<file path="config.mk">
export PLATFORM = sky130hd
export DESIGN_NAME = ha_array_reducer_8x8
export DESIGN_NICKNAME = d
export VERILOG_FILES = /design/src/rtl/ha_array_reducer_8x8.sv
export SDC_FILE = /design/constraint.sdc
export NUM_CORES = 1
export LEC_CHECK = 0
export CAP_MARGIN = 15
export CORE_MARGIN = 4
export CORE_UTILIZATION = 49
export DETAILED_ROUTE_END_ITERATION = 8
export PLACE_DENSITY_LB_ADDON = 0.05
export SLEW_MARGIN = 10
export SYNTH_ARGS = -nofsm -noshare
export SYNTH_HDL_FRONTEND = slang
export SYNTH_SLANG_ARGS = --single-unit
</file>
<file path="constraint.sdc">
create_clock -name clk -period 4.7 [get_ports clk]
set_clock_uncertainty 0.1 [all_clocks]
set_input_delay 0.47 -clock clk [delete_from_list [all_inputs] [get_ports clk]]
set_output_delay 0.47 -clock clk [all_outputs]
set_load 0.1 [all_outputs]
</file>
<file path="src/rtl/ha_array_reducer_8x8.sv">
// Multi-cycle final adder for the 8x8 approximate multiplier: folds four HA-array rows into a binary product.
// Optional HA_REDUCER_SAT_EN saturates an oversized sum to all ones instead of wrapping.
//
// state | meaning
// IDLE  | ready for a row set; in_valid captures all rows and clears the accumulator
// ACC   | adds one row per cycle (row counter 0..3); the last add registers out_data
// DONE  | out_valid held with stable out_data until out_ready
module ha_array_reducer_8x8 #(
  parameter int OUT_W = 16
) (
  input  logic             clk,
  input  logic             rst_n,
  input  logic             in_valid,
  output logic             in_ready,
  input  logic [6:0]       ha_array_0_b,
  input  logic [6:0]       ha_array_1_b,
  input  logic [6:0]       ha_array_2_b,
  input  logic [6:0]       ha_array_3_b,
  input  logic [8:0]       ha_array_0_t,
  input  logic [8:0]       ha_array_1_t,
  input  logic [8:0]       ha_array_2_t,
  input  logic [8:0]       ha_array_3_t,
  output logic             out_valid,
  input  logic             out_ready,
  output logic [OUT_W-1:0] out_data
);

  localparam int ACC_W = 17;
  localparam int EXT_W = (OUT_W > ACC_W) ? OUT_W + 1 : ACC_W + 1;

  typedef enum logic [1:0] {IDLE, ACC, DONE} state_t;

  state_t           state_q, state_d;
  logic [3:0][8:0]  t_q;
  logic [3:0][6:0]  b_q;
  logic [ACC_W-1:0] acc_q;
  logic [ACC_W-1:0] row_v;
  logic [ACC_W-1:0] sum;
  logic [1:0]       cnt_q;
  logic [OUT_W-1:0] out_q;
  logic [OUT_W-1:0] result;
  logic             out_valid_q;
  logic             accept;
  logic             last_row;

  assign accept   = in_valid && (state_q == IDLE);
  assign last_row = (state_q == ACC) && (cnt_q == 2'd3);

  always_ff @(posedge clk or negedge rst_n) begin
    if (!rst_n) state_q <= IDLE;
    else        state_q <= state_d;
  end

  always_comb begin
    state_d  = state_q;
    in_ready = 1'b0;
    case (state_q)
      IDLE: begin
        in_ready = 1'b1;
        if (in_valid) state_d = ACC;
      end
      ACC:     if (cnt_q == 2'd3) state_d = DONE;
      DONE:    if (out_ready) state_d = IDLE;
      default: state_d = IDLE;
    endcase
  end

  // Row k: sum bits at 2^(2k+i), carry bits two places higher.
  always_comb begin
    row_v = ACC_W'(t_q[cnt_q]) + (ACC_W'(b_q[cnt_q]) << 2);
    row_v = row_v << {cnt_q, 1'b0};
  end

  assign sum = acc_q + row_v;

`ifdef HA_REDUCER_SAT_EN
  assign result = (EXT_W'(sum) >= (EXT_W'(1) << OUT_W)) ? '1 : OUT_W'(sum);
`else
  assign result = OUT_W'(sum);
`endif

  always_ff @(posedge clk or negedge rst_n) begin
    if (!rst_n) begin
      t_q         <= '0;
      b_q         <= '0;
      acc_q       <= '0;
      cnt_q       <= '0;
      out_q       <= '0;
      out_valid_q <= 1'b0;
    end else begin
      if (accept) begin
        t_q   <= {ha_array_3_t, ha_array_2_t, ha_array_1_t, ha_array_0_t};
        b_q   <= {ha_array_3_b, ha_array_2_b, ha_array_1_b, ha_array_0_b};
        acc_q <= '0;
        cnt_q <= '0;
      end else if (state_q == ACC) begin
        acc_q <= sum;
        cnt_q <= cnt_q + 2'd1;
      end
      if (last_row) begin
        out_q       <= result;
        out_valid_q <= 1'b1;
      end else if ((state_q == DONE) && out_ready) begin
        out_valid_q <= 1'b0;
      end
    end
  end

  assign out_valid = out_valid_q;
  assign out_data  = out_q;

endmodule
</file>
==> results of run 1 <==
worst max-delay path, cell delays in order, from the launching register on:
cell and delay [ns]:
dfrtp_2 0.46, mux4_2 0.52, ha_1 0.24, fa_2 0.35, a21o_1 0.20, a21oi_2 0.17
o21bai_1 0.08, a21oi_1 0.18, xnor2_1 0.12, mux2i_1 0.19, mux2i_1 0.11, ha_1 0.35
a21oi_2 0.16, o21ai_0 0.09, nand2_1 0.09, a31oi_1 0.11, o21a_1 0.19, or3_1 0.34
a32o_1 0.27
metrics by stage:
step / setup WS (ns) / utilization, % / area [sq um] / hold slack (ns)
after global placement: 0.140 / 60.2 / 6250 / 0.353
after detailed placement: 0.0719 / 60.2 / 6250 / 0.359
after CTS: 0.0392 / 62.1 / 6440 / 0.109
after global routing: 0.00950 / 62.5 / 6490 / 0.146
after floorplan: 0.0488 / - / 5260 / 0.0744
final: 0.287 / 62.5 / 6490 / 0.0872
routing by layer:
layer	routed length [um]	vias up
li1	-	2089
met1	5010	1988
met2	5740	86
met3	507	14
met4	167	0
met5	0	-
kinds of logic after synthesis:
kind of cell	after synthesis	synth area share, %
flops	101	48.1
buf+inv	37	2.67
compound gates	90	10.5
simple gates	283	21.6
xor+xnor	14	2.33
fa+ha+maj	25	6.24
mux	27	8.57
worst max-delay path by stage:
stage,slack (ns),endpoint,startpoint,cells past startpoint
CTS,0.04,acc_q[14],cnt_q[0],18
global placement,0.14,acc_q[14],cnt_q[0],18
global route,0.009,acc_q[14],cnt_q[0],16
floorplan,0.05,acc_q[14],cnt_q[0],19
detailed placement,0.07,acc_q[14],cnt_q[0],18
finish,0.29,acc_q[14],cnt_q[0],18
area by class of cell:
type                       count  share of cell area [%]
clock inverter                 5                   0.926
sequential                   101                    39.0
tap                          136                    2.62
inverter                       9                   0.521
multi-input combinational    439                    40.1
timing repair buffer          95                    14.7
clock buffer                  10                    2.12
timing repair:
action,CTS,global route
resized for setup,0,5
setup endpoints to repair,0,6
buffers inserted,0,1
placed cells by master (no fill, tap or decap), types with 3 or more instances in the layout:
master,instances
nand2_1,227
dfrtp_1,100
clkdlybuf4s50_1,84
o21ai_0,34
ha_1,23
nor2_1,21
a21oi_1,20
mux4_2,14
nand3_1,14
clkbuf_8,10
mux2i_1,9
xnor2_1,9
o21a_1,9
inv_1,8
buf_4,8
xor2_1,5
nor2b_1,5
mux2_2,4
o31ai_1,4
a21o_1,3
nor3_1,3
and2_1,3
a211oi_1,3
registers in the layout (all words and copies together), names as in the netlist:
| signal | count |
|---|---|
| acc_q | 16 |
| out_valid | 1 |
| state_q | 2 |
| cnt_q | 2 |
| t_q | 36 |
| b_q | 28 |
| out_data | 16 |
==> results by group, run 1 <==
Synth
  – Synth Cell Area: 0.00526 sq mm
  – Synth Area per Inst: 9.11 sq um
  – Count of unique library cells instantiated by Yosys: 44
  – Number of nets produced by synthesis: 670
  – Area contributors post-synth: dfrtp_1 (48%), nand2_1 (16%), mux4_2 (6.0%)
  – Flip-flop cell with the highest count after synthesis: dfrtp_1
  – Leading post-synthesis cells by instance count: nand2_1 (228), dfrtp_1 (101), o21ai_0 (34)
  – Synth area leader: dfrtp_1
  – Number of warning messages in the yosys log: 0
  – Fraction of the yosys area taken by sequential cells: 48.1%
  – Async set-reset flop share out of synthesis: 100%
  – Number of enable-type register cells in the synthesized netlist: 0
  – Share of the synthesized area in the top cell type: 48.1%
  – Flip-flop and latch count after synthesis: 101
  – Most instantiated library cell after synthesis: nand2_1
  – Count of mapped cells out of synthesis: 577

Global route
  – Number of global-route vias before repair: 4291
  – Sum of overflow across all layers after global routing: 0
  – Global routing usage on met2: 32.8%
  – Met1 track demand over resource in global routing: 24.0%
  – Combined global-route utilization of all metal layers: 18.9%
  – Met3 Usage GRT: 3.97%
  – Pin count of the biggest net entering global routing: 67
  – Wire length of the first global-routing pass: 19.4 mm
  – Antenna violations before repair: 0
  – Layer carrying the most global-route usage: met2

Layout
  – Diode count: 0
  – Number of filler instances in the final layout: 927
  – Multi-input logic area: 0.00260 sq mm
  – Nets: 748
  – Fraction of layout instances using a drive strength above 1: 8.04%
  – Synth-to-Final Area Change: 23.4%
  – Area taken by flip-flops and latches: 0.00253 sq mm
  – Post-layout instance count excluding filler cells: 795

CTS
  – Root Buffer: clkbuf_8
  – Count of hold buffers inserted by post-cts repair: 0
  – Buffers from clock root to sink, at most: 2
  – Number of H-tree levels: 3
  – Clock latency at the later pin of the worst-skew pair: 0.36 ns
  – CTS buffer count: 9
  – Clock tree from TritonCTS: built
  – Sink Count: 101
  – Clock-pin slew reported for the worst setup and hold paths after clock tree synthesis: 0.10 ns

Drt
  – Total wirelength of the detailed-routed design: 11.4 mm
  – Vias per inst: 5.25
  – DRC marker count from the first detailed-route iteration: 160
  – Drt wl/cell: 14.4 um
  – Remaining antenna violation count: 0
  – Residual DRC count: 0
  – TritonRoute pass-1 iters: 5
  – Count of vias placed by the detailed router: 4177

Placed design
  – Weighted congestion at the end of routability-driven global placement: 0.816
  – Post-DP HPWL: 8.50 mm
  – Number of I/O port buffers: 85
  – Cells after DPL: 778

Floorplan
  – X dimension of the die: 112 um
  – Die Footprint: 0.0125 sq mm
  – Rows: 37
  – Starting Density: 50.7%
  – Std-Cell Core Area: 0.0104 sq mm
  – Total I/O pin count: 86
  – Overall die height: 112 um

STA
  – Final critical-path share of the clock period: 93.9%
  – Aggregate negative setup slack: 0 ns
  – Total count of max-transition violations in the final report: 0
  – Final-report setup violation count: 0
  – Slew headroom: 34.6%
  – Final critical path time including I/O delays and setup: 4.41 ns
  – Transition time of the tightest slew-check pin: 0.977 ns
  – Number of hold violations in the final report: 0
  – Setup repair after global routing missed its margin: no
  – FMAX: 227 MHz

Worst setup path
  – Worst reg2reg endpoint: acc_q[14]
  – Critical path class: reg -> reg
  – Required arrival time at the worst endpoint: 4.85 ns
  – Critical path data arrival time: 4.57 ns
  – Critical path fanouts, max: 5
  – Type of element launching the critical path: flop
  – Cells on worst reg2reg path: 18
  – Worst reg-to-reg setup slack: 0.29 ns
  – Element type at the critical path end: flop
  – Reg-to-Reg Start: cnt_q[0]

Hold path
  – Worst hold path class: in -> async

Job
  – Max-cap check violation count: 0

Run status
  – Result of the run: completed
Power of run 1 is left out: the tool's default activity adds up to more than one toggle a clock period on the data nets, which glitch-free logic cannot reach.
==> run 2, diff against run 1 <==
--- a/config.mk
+++ b/config.mk
@@ -6,8 +6,7 @@
 export NUM_CORES = 1
 export LEC_CHECK = 0
 export CAP_MARGIN = 15
-export CORE_MARGIN = 4
-export CORE_UTILIZATION = 49
+export CORE_UTILIZATION = 25
 export DETAILED_ROUTE_END_ITERATION = 8
 export PLACE_DENSITY_LB_ADDON = 0.05
 export SLEW_MARGIN = 10
==> results by group, run 2 (synthesized netlist as in run 1, its figures left out) <==
Drt
  – Residual DRC count: 0
  – DRC marker count from the first detailed-route iteration: 153
  – Vias per inst: 4.41
  – Remaining antenna violation count: 0
  – TritonRoute pass-1 iters: 5
  – Drt wl/cell: 14.5 um
  – Count of vias placed by the detailed router: 4131
  – Total wirelength of the detailed-routed design: 13.5 mm

Worst setup path
  – Slowest library cell on the worst path: mux4_2
  – Critical path class: reg -> reg
  – Combined buffer and inverter count along the critical path: 2
  – Delay of the slowest critical-path stage: 0.51 ns
  – Crit-path cells: buf_4, buf_4, mux4_2, ha_1, a21oi_1, nor2_1, o31a_1, nor2_1, mux2i_1, mux2i_1, ha_1, and3_1, o2111ai_2, a31oi_1, o21a_1, or3_1, a32o_1
  – Required arrival time at the worst endpoint: 4.84 ns
  – Worst reg-to-reg setup slack: 0.22 ns
  – Top delay family on crit path: compound AO/OA/AOI/OAI gates
  – Critical path data arrival time: 4.63 ns
  – Reg-to-Reg Start: cnt_q[0]
  – Type of element launching the critical path: flop
  – Worst reg2reg endpoint: acc_q[14]
  – Cells on worst reg2reg path: 17
  – Element type at the critical path end: flop
  – Critical path fanouts, max: 6

Placed design
  – Number of I/O port buffers: 85
  – Area after detailed placement: 0.00645 sq mm
  – Post-DP HPWL: 10.0 mm
  – Weighted congestion at the end of routability-driven global placement: 0.793

Global route
  – Met3 Usage GRT: 3.39%
  – Met1 track demand over resource in global routing: 16.9%
  – Global routing usage on met2: 22.2%
  – Pin count of the biggest net entering global routing: 66
  – Sum of overflow across all layers after global routing: 0
  – Antenna violations before repair: 0
  – Wire length of the first global-routing pass: 22.0 mm
  – Combined global-route utilization of all metal layers: 13.2%
  – Number of global-route vias before repair: 4228
  – Layer carrying the most global-route usage: met2

Layout
  – Nets: 755
  – Synth-to-Final Area Change: 29.6%
  – Fraction of layout instances using a drive strength above 1: 9.60%
  – Commonest non-fill, non-tap cell in the layout: nand2_1
  – Diode count: 0
  – Largest reg by FF count: t_q
  – Top flop regs: t_q x36, b_q x28
  – Flip-flop count of the largest register after layout: 36
  – Layout Cell Area excl Fill: 0.00681 sq mm
  – Top library cells by usage in the layout, fill and taps aside: nand2_1 (227), dfrtp_1 (100), clkdlybuf4s50_1 (84)
  – Number of filler instances in the final layout: 2168

Floorplan
  – Overall die height: 147 um
  – Die Footprint: 0.0216 sq mm
  – Rows: 52
  – X dimension of the die: 147 um
  – Std-Cell Core Area: 0.0204 sq mm
  – Total I/O pin count: 86
  – Starting Density: 25.7%

STA
  – Final critical path time including I/O delays and setup: 4.48 ns
  – Total count of max-transition violations in the final report: 0
  – Final critical-path share of the clock period: 95.4%
  – Setup repair after global routing missed its margin: yes
  – Slew headroom: 35.2%
  – FMAX: 223 MHz
  – Transition time of the tightest slew-check pin: 0.969 ns
  – Number of hold violations in the final report: 0
  – Final-report setup violation count: 0

Hold path
  – Worst hold path class: in -> async

CTS
  – Clock tree from TritonCTS: built
  – CTS buffer count: 9
  – Count of hold buffers inserted by post-cts repair: 0
  – Clock latency at the later pin of the worst-skew pair: 0.35 ns
  – Buffers from clock root to sink, at most: 2
  – Number of H-tree levels: 3
  – Sink Count: 101
  – Clock-pin slew reported for the worst setup and hold paths after clock tree synthesis: 0.07 ns
  – Root Buffer: clkbuf_16

Run status
  – Result of the run: completed

Job
  – Max-cap check violation count: 0
## run 2: cell count changes in the layout (fill, tap and decap cells not counted), sizes merged
cell and delta:
buf +7, inv +2, clkinvlp -1
## run 2: layout make-up
class | instances | area (sq um) | share of cell area [%]
multi-input cells | 439 | 2630 | 38.5
flip-flops and latches | 101 | 2530 | 37.1
repair buffers | 102 | 980 | 14.4
well taps | 270 | 338 | 4.96
clock buffers | 10 | 229 | 3.36
clock inverters | 6 | 78.8 | 1.16
inverters | 9 | 33.8 | 0.496
## run 2: timing repair
| action | CTS | global route |
|---|---|---|
| pin swaps | 0 | 2 |
| buffers inserted | 1 | 2 |
| resized for setup | 0 | 8 |
| endpoints found under the setup margin | 1 | 6 |
| cloned | 0 | 0 |
## run 2: worst max-delay path by stage
stage,startpoint,endpoint,slack (ns),cells after the start
3_5_place_dp,cnt_q[0],acc_q[14],0.02,18
5_1_grt,cnt_q[0],acc_q[15],-0.01,18
4_1_cts,cnt_q[0],acc_q[14],0.06,18
6_report,cnt_q[0],acc_q[14],0.22,17
2_1_floorplan,cnt_q[0],acc_q[14],0.05,19
3_3_place_gp,cnt_q[0],acc_q[14],0.11,18
## run 2: through the flow
step	instances	worst slack (ns)	TNS, ns	hold WS (ns)	utilization, %
after floorplan	577	0.0488	0	0.0744	-
after global placement	918	0.110	0	0.355	31.6
after detailed placement	918	0.0180	0	0.359	31.6
after CTS	935	0.0567	0	0.172	33.1
after global routing	937	-0.0107	-0.0173	0.208	33.3
final	937	0.216	0	0.126	33.3
## run 2: per-layer routing
metal  vias up  share of wire [%]
met5         -                  0
met4         0               0.77
met3         6                3.3
met2        69                 49
met1      1952                 47
li1       2104                  -
Power of run 2 is left out for the same reason.
